## config.mk

```make
export PLATFORM = sky130hd
export DESIGN_NAME = sequential_multiplier_flat
export DESIGN_NICKNAME = d
export VERILOG_FILES = /design/src/rtl/sequential_multiplier_pkg.sv /design/src/rtl/sequential_multiplier_if.sv /design/src/rtl/seq_mult_datapath.sv /design/src/rtl/sequential_multiplier.sv /design/src/flat_wrapper.sv
export SDC_FILE = /design/constraint.sdc
export NUM_CORES = 1
export LEC_CHECK = 0
export CORE_ASPECT_RATIO = 0.8
export CORE_MARGIN = 3
export CORE_UTILIZATION = 35
export DETAILED_ROUTE_END_ITERATION = 8
export GPL_TIMING_DRIVEN = 0
export PLACE_DENSITY = 0.65
export RECOVER_POWER = 100
export SKIP_LAST_GASP = 1
export SLEW_MARGIN = 25
export SYNTH_ARGS = -nofsm -noshare
export SYNTH_HDL_FRONTEND = slang
export SYNTH_SLANG_ARGS = --single-unit
```

## constraint.sdc

```tcl
create_clock -name clk -period 5.25 [get_ports clk]
set_input_delay 1.05 -clock clk [delete_from_list [all_inputs] [get_ports clk]]
set_output_delay 1.05 -clock clk [all_outputs]
set_load 0.01 [all_outputs]
```

## src/rtl/sequential_multiplier_pkg.sv

```systemverilog
`default_nettype none
// ============================================================================
// Module      : sequential_multiplier_pkg
// Description : Shared definitions for the sequential signed multiplier:
//               the control state encoding and the counter-width helper.
// Revision    : 1.0 - initial release
// ============================================================================
package sequential_multiplier_pkg;

    localparam int C_DEFAULT_WORD_LENGTH = 8;

    typedef enum logic [1:0] {
        ST_IDLE = 2'd0,
        ST_BUSY = 2'd1,
        ST_DONE = 2'd2
    } state_t;

    // The bit counter must be able to represent 0..WORD_LENGTH.
    function automatic int count_width(input int word_length);
        return $clog2(word_length + 1);
    endfunction

endpackage : sequential_multiplier_pkg
`default_nettype wire

```

## src/rtl/sequential_multiplier_if.sv

```systemverilog
`default_nettype none
// ============================================================================
// Module      : sequential_multiplier_if
// Description : Request/result bundle of the sequential multiplier.
//               master: drives start, Multiplier, Multiplicand; sees result.
//               slave : the multiplier; drives ready and Product.
// Revision    : 1.0 - initial release
// ============================================================================
interface sequential_multiplier_if #(
    parameter int WORD_LENGTH = 8
);
    logic                         start;
    logic [WORD_LENGTH-1:0]       Multiplier;
    logic [WORD_LENGTH-1:0]       Multiplicand;
    logic                         ready;
    logic [2*WORD_LENGTH-1:0]     Product;

    modport master (
        output start,
        output Multiplier,
        output Multiplicand,
        input  ready,
        input  Product
    );

    modport slave (
        input  start,
        input  Multiplier,
        input  Multiplicand,
        output ready,
        output Product
    );
endinterface : sequential_multiplier_if
`default_nettype wire

```

## src/rtl/seq_mult_datapath.sv

```systemverilog
`default_nettype none
// ============================================================================
// Module      : seq_mult_datapath
// Description : Sign/magnitude capture, shift-and-add accumulator and final
//               conditional negation for the sequential multiplier.
// Ports       : clk, reset       - clock, synchronous active-high reset
//               i_capture        - latch operand magnitudes and result sign
//               i_step           - process one multiplier bit
//               i_load           - publish the signed result on o_product
//               i_multiplier     - signed operand
//               i_multiplicand   - signed operand
//               o_product        - signed 2*WORD_LENGTH result
// Revision    : 1.0 - initial release
// ============================================================================
module seq_mult_datapath #(
    parameter int WORD_LENGTH = 8
) (
    input  wire logic                     clk,
    input  wire logic                     reset,
    input  wire logic                     i_capture,
    input  wire logic                     i_step,
    input  wire logic                     i_load,
    input  wire logic [WORD_LENGTH-1:0]   i_multiplier,
    input  wire logic [WORD_LENGTH-1:0]   i_multiplicand,
    output logic      [2*WORD_LENGTH-1:0] o_product
);

    logic [WORD_LENGTH-1:0]   w_mplier_mag;
    logic [WORD_LENGTH-1:0]   w_mcand_mag;
    logic [WORD_LENGTH-1:0]   r_mplier;
    logic [2*WORD_LENGTH-1:0] r_mcand_sh;
    logic [2*WORD_LENGTH-1:0] r_acc;
    logic                     r_sign;

    // Magnitude of the most negative value wraps to 2^(WORD_LENGTH-1),
    // which is exactly right when read as unsigned.
    assign w_mplier_mag = i_multiplier[WORD_LENGTH-1]
                        ? (~i_multiplier + WORD_LENGTH'(1)) : i_multiplier;
    assign w_mcand_mag  = i_multiplicand[WORD_LENGTH-1]
                        ? (~i_multiplicand + WORD_LENGTH'(1)) : i_multiplicand;

    // Multiplier shifts right so bit 0 is always the current bit; the
    // multiplicand shifts left so it always equals mag << counter.
    always_ff @(posedge clk) begin
        if (reset) begin
            r_mplier   <= '0;
            r_mcand_sh <= '0;
            r_acc      <= '0;
            r_sign     <= 1'b0;
            o_product  <= '0;
        end else begin
            if (i_capture) begin
                r_mplier   <= w_mplier_mag;
                r_mcand_sh <= {{WORD_LENGTH{1'b0}}, w_mcand_mag};
                r_acc      <= '0;
                r_sign     <= i_multiplier[WORD_LENGTH-1] ^ i_multiplicand[WORD_LENGTH-1];
            end else if (i_step) begin
                if (r_mplier[0]) begin
                    r_acc <= r_acc + r_mcand_sh;
                end
                r_mplier   <= r_mplier >> 1;
                r_mcand_sh <= r_mcand_sh << 1;
            end
            // Negating a zero accumulator yields zero, so no negative zero.
            if (i_load) begin
                o_product <= r_sign ? (~r_acc + (2*WORD_LENGTH)'(1)) : r_acc;
            end
        end
    end

endmodule : seq_mult_datapath
`default_nettype wire

```

## src/rtl/sequential_multiplier.sv

```systemverilog
`default_nettype none
// ============================================================================
// Module      : sequential_multiplier
// Description : Iterative signed shift-and-add multiplier, one partial
//               product per clock. Control FSM and bit counter live here.
// Ports       : clk    - system clock
//               reset  - synchronous active-high reset
//               bus    - slave side of sequential_multiplier_if
//                        (start, Multiplier, Multiplicand -> ready, Product)
// Revision    : 1.0 - initial release
// ============================================================================
module sequential_multiplier
    import sequential_multiplier_pkg::*;
#(
    parameter int WORD_LENGTH = C_DEFAULT_WORD_LENGTH
) (
    input  wire logic                    clk,
    input  wire logic                    reset,
    sequential_multiplier_if.slave       bus
);

    localparam int C_CNT_W = count_width(WORD_LENGTH);

    state_t               r_state;
    state_t               w_state_next;
    logic [C_CNT_W-1:0]   r_count;
    logic                 r_ready;
    logic                 w_accept;
    logic                 w_step;
    logic                 w_load;
    logic                 w_last_bit;

    assign w_last_bit = (r_count == C_CNT_W'(WORD_LENGTH - 1));

    always_ff @(posedge clk) begin
        if (reset) begin
            r_state <= ST_IDLE;
            r_count <= '0;
            r_ready <= 1'b0;
        end else begin
            r_state <= w_state_next;
            if (w_accept) begin
                r_count <= '0;
            end else if (w_step) begin
                r_count <= r_count + C_CNT_W'(1);
            end
            // ready survives the return to IDLE and only drops on a new accept.
            if (w_accept) begin
                r_ready <= 1'b0;
            end else if (w_load) begin
                r_ready <= 1'b1;
            end
        end
    end

    always_comb begin
        w_state_next = r_state;
        w_accept     = 1'b0;
        w_step       = 1'b0;
        w_load       = 1'b0;
        case (r_state)
            ST_IDLE: begin
                if (bus.start) begin
                    w_accept     = 1'b1;
                    w_state_next = ST_BUSY;
                end
            end
            ST_BUSY: begin
                w_step = 1'b1;
                if (w_last_bit) begin
                    w_state_next = ST_DONE;
                end
            end
            ST_DONE: begin
                // Reloading while parked here rewrites the same value.
                w_load = 1'b1;
                if (!bus.start) begin
                    w_state_next = ST_IDLE;
                end
            end
            default: begin
                w_state_next = ST_IDLE;
            end
        endcase
    end

    logic [2*WORD_LENGTH-1:0] w_product;

    seq_mult_datapath #(
        .WORD_LENGTH (WORD_LENGTH)
    ) u_datapath (
        .clk            (clk),
        .reset          (reset),
        .i_capture      (w_accept),
        .i_step         (w_step),
        .i_load         (w_load),
        .i_multiplier   (bus.Multiplier),
        .i_multiplicand (bus.Multiplicand),
        .o_product      (w_product)
    );

    assign bus.ready   = r_ready;
    assign bus.Product = w_product;

endmodule : sequential_multiplier
`default_nettype wire

```

## src/flat_wrapper.sv

```systemverilog
// flat-port wrapper written by rule: the top's interface ports become plain ports
module sequential_multiplier_flat import sequential_multiplier_pkg::*;
#(
    parameter int WORD_LENGTH = C_DEFAULT_WORD_LENGTH
)
  (clk, reset, bus_start, bus_Multiplier, bus_Multiplicand, bus_ready, bus_Product);
  sequential_multiplier_if #(.WORD_LENGTH(WORD_LENGTH)) bus_i ();
  input  wire logic clk;
  input  wire logic reset;
  input wire logic [$bits(bus_i.start)-1:0] bus_start;
  input wire logic [$bits(bus_i.Multiplier)-1:0] bus_Multiplier;
  input wire logic [$bits(bus_i.Multiplicand)-1:0] bus_Multiplicand;
  output wire logic [$bits(bus_i.ready)-1:0] bus_ready;
  output wire logic [$bits(bus_i.Product)-1:0] bus_Product;
  assign bus_i.start = bus_start;
  assign bus_i.Multiplier = bus_Multiplier;
  assign bus_i.Multiplicand = bus_Multiplicand;
  assign bus_ready = bus_i.ready;
  assign bus_Product = bus_i.Product;
  sequential_multiplier #(.WORD_LENGTH(WORD_LENGTH)) u_core (.clk(clk), .reset(reset), .bus(bus_i));
endmodule
```

; Yosys cells after proc, flatten, opt, wreduce, memory -nomap -nowiden
; Cells that the tools add are included.
[op_classes]
bitwise_logic = 4
add_sub_neg = 5
reduce_logical = 5
eq_ne = 6
muxes = 15
[op_table]
columns = cell, n
row1 = 8-bit two-way mux, 6
row2 = "16-bit by 1-bit adder with 16-bit output, second input constant", 1
row3 = 16-bit adder, 1
row4 = "8-bit by 1-bit adder with 8-bit output, second input constant", 2
row5 = 16-bit two-way mux, 1
row6 = 16-bit inverter, 1
row7 = 8-bit inverter, 2
row8 = 2-bit two-way mux, 3
row9 = 2-bit case mux with 3 select lines, 1
row10 = "4-bit by 1-bit adder with 4-bit output, second input constant", 1
row11 = "4-bit by 3-bit equality test with 1-bit output, second input constant", 1
row12 = 1-bit two-way mux, 4
row13 = "2-bit != test, second input constant", 2
row14 = 3-bit AND reduction, 1
row15 = "2-bit by 1-bit equality test with 1-bit output, second input constant", 1
row16 = "2-bit equality test, second input constant", 1
row17 = 2-bit zero test, 1
row18 = "2-bit by 1-bit != test with 1-bit output, second input constant", 1
row19 = 2-bit AND reduction, 1
row20 = 2-bit nonzero test, 1
row21 = 2-bit OR reduction, 1
row22 = 1-bit bitwise XOR, 1
[word_totals]
elab_cells = 44
register_bits = 64
in_bits = 19
out_inout_bits = 17

; Depth between registers and ports, before layout
; Gate-level depths: netlist (run 1).
[logic_depth]
ltp_word = 4
mapped_depth = 8
ltp_nobuf = 8

; By module
; From an unflattened synthesis (run 1), not the netlist that was laid out.
[unflattened]
cells_unflattened = 442
hier_area_um2 = 3753.6
[modules_own_cells]
columns = mod, area_each_um2, n_inst, cells_each, seq_area_each_um2
row1 = seq_mult_datapath, 3455.8, 1, 409, 1141.1
row2 = sequential_multiplier, 297.8, 1, 33, 140.1

; Worst setup path after synthesis (run 1)
; OpenSTA, ideal clock, no wires.
[synth_path]
kind = input to register
startpoint = in bus_Multiplicand[4]
endpoint = reg u_core.u_datapath.r_mcand_sh[5]
required_time_ns = 5.159
path_slack_ns = 3.119
path_stages = 5
t_arrival_ns = 2.040
n_path_buf = 0
setup_time_ns = 0.091
cell_sequence = or3_1 > o31ai_1 > xnor2_1 > nor2_1 > a311oi_1
[synth_via]
elab_chain_cells = 4
[synth_lines]
columns = item, line
row1 = "start, declared", flat_wrapper.sv:12  ; input wire logic [$bits(bus_i.Multiplicand)-1:0] bus_Multiplicand;
row2 = 8-bit inverter, seq_mult_datapath.sv:40  ; ? (~i_multiplicand + WORD_LENGTH'(1)) : i_multiplicand;
row3 = 8-bit by 1-bit adder with 8-bit output, seq_mult_datapath.sv:40
row4 = 8-bit two-way mux, seq_mult_datapath.sv:40
row5 = 8-bit two-way mux, seq_mult_datapath.sv:52  ; if (i_capture) begin
row6 = "end signal, assigned", seq_mult_datapath.sv:54  ; r_mcand_sh <= {{WORD_LENGTH{1'b0}}, w_mcand_mag};
row7 = "end signal, assigned", seq_mult_datapath.sv:62  ; r_mcand_sh <= r_mcand_sh << 1;
row8 = "end, declared", seq_mult_datapath.sv:31  ; logic [2*WORD_LENGTH-1:0] r_mcand_sh;
; Every way passes these cells.
; A chain may end at the register's enable or synchronous reset.

; Worst setup path in the final report (run 1)
[layout_path]
startpoint = in bus_start
endpoint = reg u_core.u_datapath.r_mplier[1]
[layout_via]
elab_chain_cells = 3
word_cells_on_any_way = 4
cone_classes = 3 x mux / 1 x reduce/logical
[layout_lines]
columns = item, line
row1 = "start, declared", flat_wrapper.sv:10  ; input wire logic [$bits(bus_i.start)-1:0] bus_start;
row2 = 1-bit two-way mux (*), sequential_multiplier.sv:63  ; if (bus.start) begin
row3 = 1-bit two-way mux (*), sequential_multiplier.sv:61  ; case (r_state)
row4 = 8-bit two-way mux / 2-bit nonzero test (equally long branches), -
row5 = "end signal, assigned", seq_mult_datapath.sv:53  ; r_mplier <= w_mplier_mag;
row6 = "end signal, assigned", seq_mult_datapath.sv:61  ; r_mplier <= r_mplier >> 1;
row7 = "end, declared", seq_mult_datapath.sv:30  ; logic [WORD_LENGTH-1:0] r_mplier;
; Every way passes the cells marked *; elsewhere a longest branch is shown, timed or not.

==> metrics.md, run 1 <==
| Metric | Value |
|---|---|
| Clock Power Share | 0.465 |
| Setup violations, final | 0 |
| Clock Latency Late Sink | 0.33 ns |
| Relative slew slack | 0.598 |
| Sw Pwr | 0.305 mW |
| DRT Pass-1 Iters | 4 |
| Seq pwr share | 0.427 |
| VDD IR max | 146 uV |
| Worst Tran Pin Value | 0.603 ns |
| CTS sink count | 64 |
| Worst flop-to-flop path endpoint | u_core.u_datapath.r_acc[14] |
| Power Internal | 0.895 mW |
| Seq/Total Area, Yosys | 0.349 |
| Final nets | 555 |
| Core ar. | 0.00993 mm^2 |
| Postcts setup bufs | 0 |
| Critical Path AT | 2.79 ns |
| CTS tree | done |
| Largest cells by area after synthesis | dfxtp_1, nand2_1, ha_1 |
| Root Driver | clkbuf_16 |
| Tmin final | 2.59 ns |
| DR vias/cell | 5.18 |
| Part of the power in combinational logic | 0.108 |
| Final Slew Violations | 0 |
| Avg Cell Area, Syn | 7.79 um^2 |
| DRC | 0 |
| DRT antenna net count | 0 |
| Startpoint Class | primary input |
| Leak Pwr | 1.69 nW |
| Clock transition at the registers of the reported paths | 0.05 ns |
| Ys flop type | dfxtp_1 |
| R2r setup slk | 2.83 ns |
| Critical path type | primary input to register |
| Tot Pwr | 1.20 mW |
| Max Cap Viol | 0 |
| Min-delay worst type | register to register |
| Starting density of the core | 0.370 |
| Number of core rows | 32 |
| Worst Reg-to-Reg Cells | 8 |
| Die H | 97.7 um |
| RD Place Congestion | 0.848 |
| Area growth syn-to-layout | 21.4% |
| Htree depth | 3 |
| Hold_ws | 0.444 ns |
| Vias post-DR | 3403 |
| CTS buffer count | 9 |
| Peak Freq | 386 MHz |
| Initial antenna violation count | 0 |
| Gates resized, CTS repair | 0 |
| CP Data Required Time | 5.45 ns |
| Die area | 0.0118 mm^2 |
| Cell Pwr Density | 269 mW/mm^2 |
| RSZ-0062 raised after global routing | no |
| Post-synth EDFFs | 0 |
| Total gr overflow | 0 |
| Distinct cells, synth | 47 |
| Worst r2r src | u_core.u_datapath.r_acc[0] |
| Commonest cells after routing, fill and taps aside | nand2_1, dfxtp_1, a21oi_1 |
| First-pass GRT wire length | 15.6 mm |
| Number of diodes | 0 |
| Synth area leader | dfxtp_1 |
| Boundary Pins | 36 |
| Wire length per cell | 14.5 um |
| Die W | 121 um |
| Share of the synthesized area in the top cell type | 0.349 |
| Setup crit start | bus_start |
| Final period utilization | 0.494 |
| Hold_buf cts | 0 |
| Crit. End Element | register |
| Total Wirelength | 9.51 mm |
| Commonest non-fill, non-tap cell in the layout | nand2_1 |
| Share of layout cells above drive strength 1 | 0.0441 |
| Cell area after synthesis | 0.00367 mm^2 |
| Syn Inst Count | 472 |
| Final Hold Viols | 0 |
| Initial DRC count | 182 |
| Sw frac | 0.254 |
| Critical-path maximum fanout | 10 |
| Synth warn | 0 |
| Synth Net Count | 511 |
| Worst setup endpoint | u_core.u_datapath.r_mplier[1] |
| Seq cells post-synth | 64 |
| Async set or reset register ratio after synthesis | 0 |
| Setup TNS | 0 ns |
| Clk_skew | 0.00841 ns |
| Largest net degree at the start of global routing | 12 |
| Vias in the first global route | 3153 |
| GRT Util Overall | 0.163 |
| Status | finished, final reports clean |
| Bufs on Longest Clock Path | 2 |
| Port buffer count | 33 |
| DP HPWL | 7.47 mm |
| Fin util | 0.449 |
worst max-delay path, stage by stage:
cell and delay (ns):
dlygate4sd3_1 0.58, and2_0 0.20, clkbuf_1 0.41, nor2_1 0.21, a221oi_1 0.29, nor2_1 0.06
cells by family (layout without fill, tap and decap cells):
logic type / after synthesis / in the layout / synth area share
AO/OA/AOI/OAI: 118 / 118 / 0.208
XOR/XNOR: 36 / 36 / 0.0858
adder cells (fa/ha/maj): 20 / 20 / 0.0701
buffers and inverters: 33 / 82 / 0.0340
flip-flops: 64 / 64 / 0.349
multiplexers: 6 / 6 / 0.0167
AND/OR/NAND/NOR: 195 / 195 / 0.236
metal layers:
| layer | vias to the layer above | GRT usage | part of all wire |
|---|---|---|---|
| met5 | - | 0 | 0 |
| met4 | 0 | 0.0305 | 0.0082 |
| met3 | 10 | 0.0442 | 0.065 |
| met2 | 86 | 0.229 | 0.41 |
| met1 | 1574 | 0.249 | 0.52 |
| li1 | 1733 | - | - |
how the worst min path moves through the flow:
stage | start | slack, ns | end | depth (start not counted)
floorplan | u_core.u_datapath.r_mcand_sh[15] | 0.44 | u_core.u_datapath.r_mcand_sh[15] | 2
CTS | u_core.u_datapath.o_product[13] | 0.45 | u_core.u_datapath.o_product[13] | 2
global route | u_core.u_datapath.o_product[12] | 0.48 | u_core.u_datapath.o_product[12] | 2
finish | u_core.u_datapath.o_product[13] | 0.44 | u_core.u_datapath.o_product[13] | 2
global placement | u_core.u_datapath.o_product[13] | 0.44 | u_core.u_datapath.o_product[13] | 2
detailed placement | u_core.u_datapath.o_product[15] | 0.44 | u_core.u_datapath.o_product[15] | 2
flip-flops by register name (all words and copies together) (netlist names):
name and cells:
u_core.bus.ready 1, u_core.u_datapath.r_mplier 8, u_core.r_count 4, u_core.u_datapath.r_sign 1, u_core.u_datapath.r_acc 16, u_core.r_state 2
u_core.u_datapath.o_product 16, u_core.u_datapath.r_mcand_sh 16
Yosys cell counts (7+ instances only):
cell type and instances:
nand2_1 98, dfxtp_1 64, a21oi_1 47, nor2_1 45
xnor2_1 26, clkbuf_1 19, ha_1 19, o21ai_0 18
a211oi_1 10, xor2_1 10, nand2b_1 9, a311oi_1 8
nand3_1 8, inv_1 7, o31ai_1 7
power groups by stage:
stage	clock [mW]	combinational (mW)	sequential, mW
final	0.558	0.130	0.512
after global routing	0.591	0.144	0.514
after CTS	0.569	0.130	0.512
after detailed placement	0	0.130	0.522
after global placement	0	0.127	0.522
after floorplan	0	0.0877	0.518
metrics by stage:
stage	instances	area [um^2]	setup slack, ns
detailed placement	641	4180	2.45
finish	657	4460	2.66
floorplan	472	3670	3.12
global placement	641	4180	2.44
global route	657	4460	2.56
CTS	657	4460	2.79
final cells by class:
cell class	instances	area (um^2)
fillers	1051	5470
flip-flops and latches	64	1280
inverters	7	26.3
well taps	136	170
clock buffers	12	256
clock inverters	4	28.8
multi-input cells	375	2270
plain buffers	26	98.8
repair buffers	33	330
No activity file was read; power rests on OpenSTA's default activity.
==> inputs of run 2 (changes only) <==
--- a/config.mk
+++ b/config.mk
@@ -10,7 +10,7 @@
 export CORE_UTILIZATION = 35
 export DETAILED_ROUTE_END_ITERATION = 8
 export GPL_TIMING_DRIVEN = 0
-export PLACE_DENSITY = 0.65
+export PLACE_DENSITY = 0.67
 export RECOVER_POWER = 100
 export SKIP_LAST_GASP = 1
 export SLEW_MARGIN = 25
==> constraint.sdc (replaced) <==
create_clock -name clk -period 2.05 [get_ports clk]
set_input_delay 0.41 -clock clk [delete_from_list [all_inputs] [get_ports clk]]
set_output_delay 0.41 -clock clk [all_outputs]
set_load 0.01 [all_outputs]
==> run 2 against run 1 <==
  * The flow now finishes with violations (negative setup slack)
  * Critical path depth increased by 1
  * Total power grew to 2.8 times the previous value
  * Hold slack got worse by 0.00052 ns
  * Sequential share of layout area shrank 1.0 points
  * Worst setup slack got worse by 2.7 ns
  * Design area is 5.3% higher
  * Critical endpoint is now u_core.u_datapath.r_acc[14]
  * Largest cell class unchanged
  * Highest routed layer unchanged
==> metrics.md, run 2 (synthesized netlist as in run 1, its figures left out) <==
| Metric | Value |
|---|---|
| Failing checks | negative setup slack |
| DRC | 0 |
| Commonest non-fill, non-tap cell in the layout | nand2_1 |
| # fillers | 989 |
| Final period utilization | 1.03 |
| Startpoint Class | register |
| Gr busiest metal | met1 |
| Crit. End Element | register |
| DRT Pass-1 Iters | 4 |
| Relative slew slack | 0.621 |
| Final nets | 559 |
| Die area | 0.0118 mm^2 |
| Clock Latency Late Sink | 0.33 ns |
| Met3 Use GR | 0.0471 |
| Share of layout cells above drive strength 1 | 0.124 |
| Leak Pwr | 1.77 nW |
| Initial antenna violation count | 0 |
| Clock transition at the registers of the reported paths | 0.05 ns |
| Peak Freq | 473 MHz |
| VDD IR max | 488 uV |
| Htree depth | 3 |
| GRT Util Overall | 0.168 |
| Commonest cells after routing, fill and taps aside | nand2_1, dfxtp_1, nor2_1 |
| Max Cap Viol | 0 |
| Number of diodes | 0 |
| RD Place Congestion | 0.902 |
| CTS tree | done |
| Total gr overflow | 0 |
| Worst Tran Pin Value | 0.569 ns |
| Min-delay worst type | register to register |
| Setup violations, final | 3 |
| CTS buffer count | 9 |
| Hold_ws | 0.444 ns |
| Largest net degree at the start of global routing | 12 |
| Top flop regs | u_core.u_datapath.o_product x16, u_core.u_datapath.r_acc x16, u_core.u_datapath.r_mcand_sh x16 |
| CTS sink count | 64 |
| First-pass GRT wire length | 15.9 mm |
| Number of core rows | 32 |
| Die W | 121 um |
| DRT antenna net count | 0 |
| Boundary Pins | 36 |
| Cell Pwr Density | 710 mW/mm^2 |
| Bufs on Longest Clock Path | 2 |
| Final Hold Viols | 0 |
| Met1 global-route usage | 0.250 |
| Port buffer count | 33 |
| DR vias/cell | 5.18 |
| Starting density of the core | 0.370 |
| Status | finished, violations left |
| Tmin final | 2.11 ns |
| Wire length per cell | 14.9 um |
| Clk_skew | 0.00538 ns |
| Critical path type | register to register |
| Critical-path maximum fanout | 7 |
| Critical Path AT | 2.38 ns |
| Area growth syn-to-layout | 27.9% |
| Initial DRC count | 222 |
| CP Data Required Time | 2.31 ns |
| Vias post-DR | 3427 |
| GR Layer Usage met2 | 0.236 |
| Die H | 97.7 um |
| DP HPWL | 7.62 mm |
| RSZ-0062 raised after global routing | yes |
| Core ar. | 0.00993 mm^2 |
| Hold_buf cts | 0 |
| Final Slew Violations | 0 |
| Vias in the first global route | 3182 |
| Fin area | 0.00470 mm^2 |
| Total Wirelength | 9.85 mm |
| Root Driver | clkbuf_16 |
| Final worst slack | -0.0648 ns |
| Area after DPL | 0.00418 mm^2 |
==> run 2: final cells by class <==
type                            count  area [um^2]  area share
Multi-Input combinational cell    375         2390       0.509
Tap cell                          136          170      0.0362
Clock inverter                      5         78.8      0.0168
Buffer                             24         98.8      0.0210
Inverter                            7         26.3     0.00559
Clock buffer                       11          253      0.0538
Timing Repair Buffer               39          375      0.0799
Sequential cell                    64         1300       0.277
==> run 2: metrics by stage <==
| step | setup WS (ns) | utilization | power (mW) | cells | setup TNS (ns) |
|---|---|---|---|---|---|
| floorplan | 0.0215 | - | 1.55 | 472 | 0 |
| global placement | -0.197 | 0.421 | 1.66 | 641 | -1.21 |
| detailed placement | -0.210 | 0.421 | 1.67 | 641 | -1.47 |
| CTS | -0.117 | 0.462 | 3.36 | 658 | -0.172 |
| global route | -0.0861 | 0.473 | 3.47 | 661 | -0.518 |
| finish | -0.0648 | 0.473 | 3.33 | 661 | -0.0812 |
==> run 2: worst max-delay path: stages, from the launching register on <==
cell      delay [ns]
dfxtp_2         0.41
ha_2            0.35
and3_2          0.26
a221oi_1        0.40
o21a_1          0.18
o32ai_2         0.09
mux2_2          0.29
o22ai_2         0.08
==> run 2: what timing repair did <==
item | CTS | global route
endpoints found under the hold margin | 0 | 0
setup buffers | 3 | 3
gates resized for setup | 21 | 26
gates cloned | 0 | 0
pin swaps | 7 | 11
setup endpoints to repair | 10 | 14
==> run 2: worst paths after layout <==
| check | startpoint | endpoint | slack (ns) | depth (start not counted) |
|---|---|---|---|---|
| worst max-delay path | u_core.u_datapath.r_acc[9] | u_core.u_datapath.r_acc[14] | -0.06 | 7 |
| worst max register to register | u_core.u_datapath.r_acc[9] | u_core.u_datapath.r_acc[14] | -0.06 | 7 |
| worst min register to register | u_core.u_datapath.o_product[11] | u_core.u_datapath.o_product[11] | 0.44 | 2 |
| worst min-delay path | u_core.u_datapath.o_product[11] | u_core.u_datapath.o_product[11] | 0.44 | 2 |
==> run 2: metal layers <==
layer	vias up	wire, um
met1	1591	4960
met3	5	729
met2	83	4110
met4	0	55
met5	-	0
li1	1748	-
==> run 2: power by group <==
group          internal, mW  switching [mW]
logic                 0.139           0.206
registers              1.28          0.0344
clock network          1.13           0.550
total                  2.54           0.791
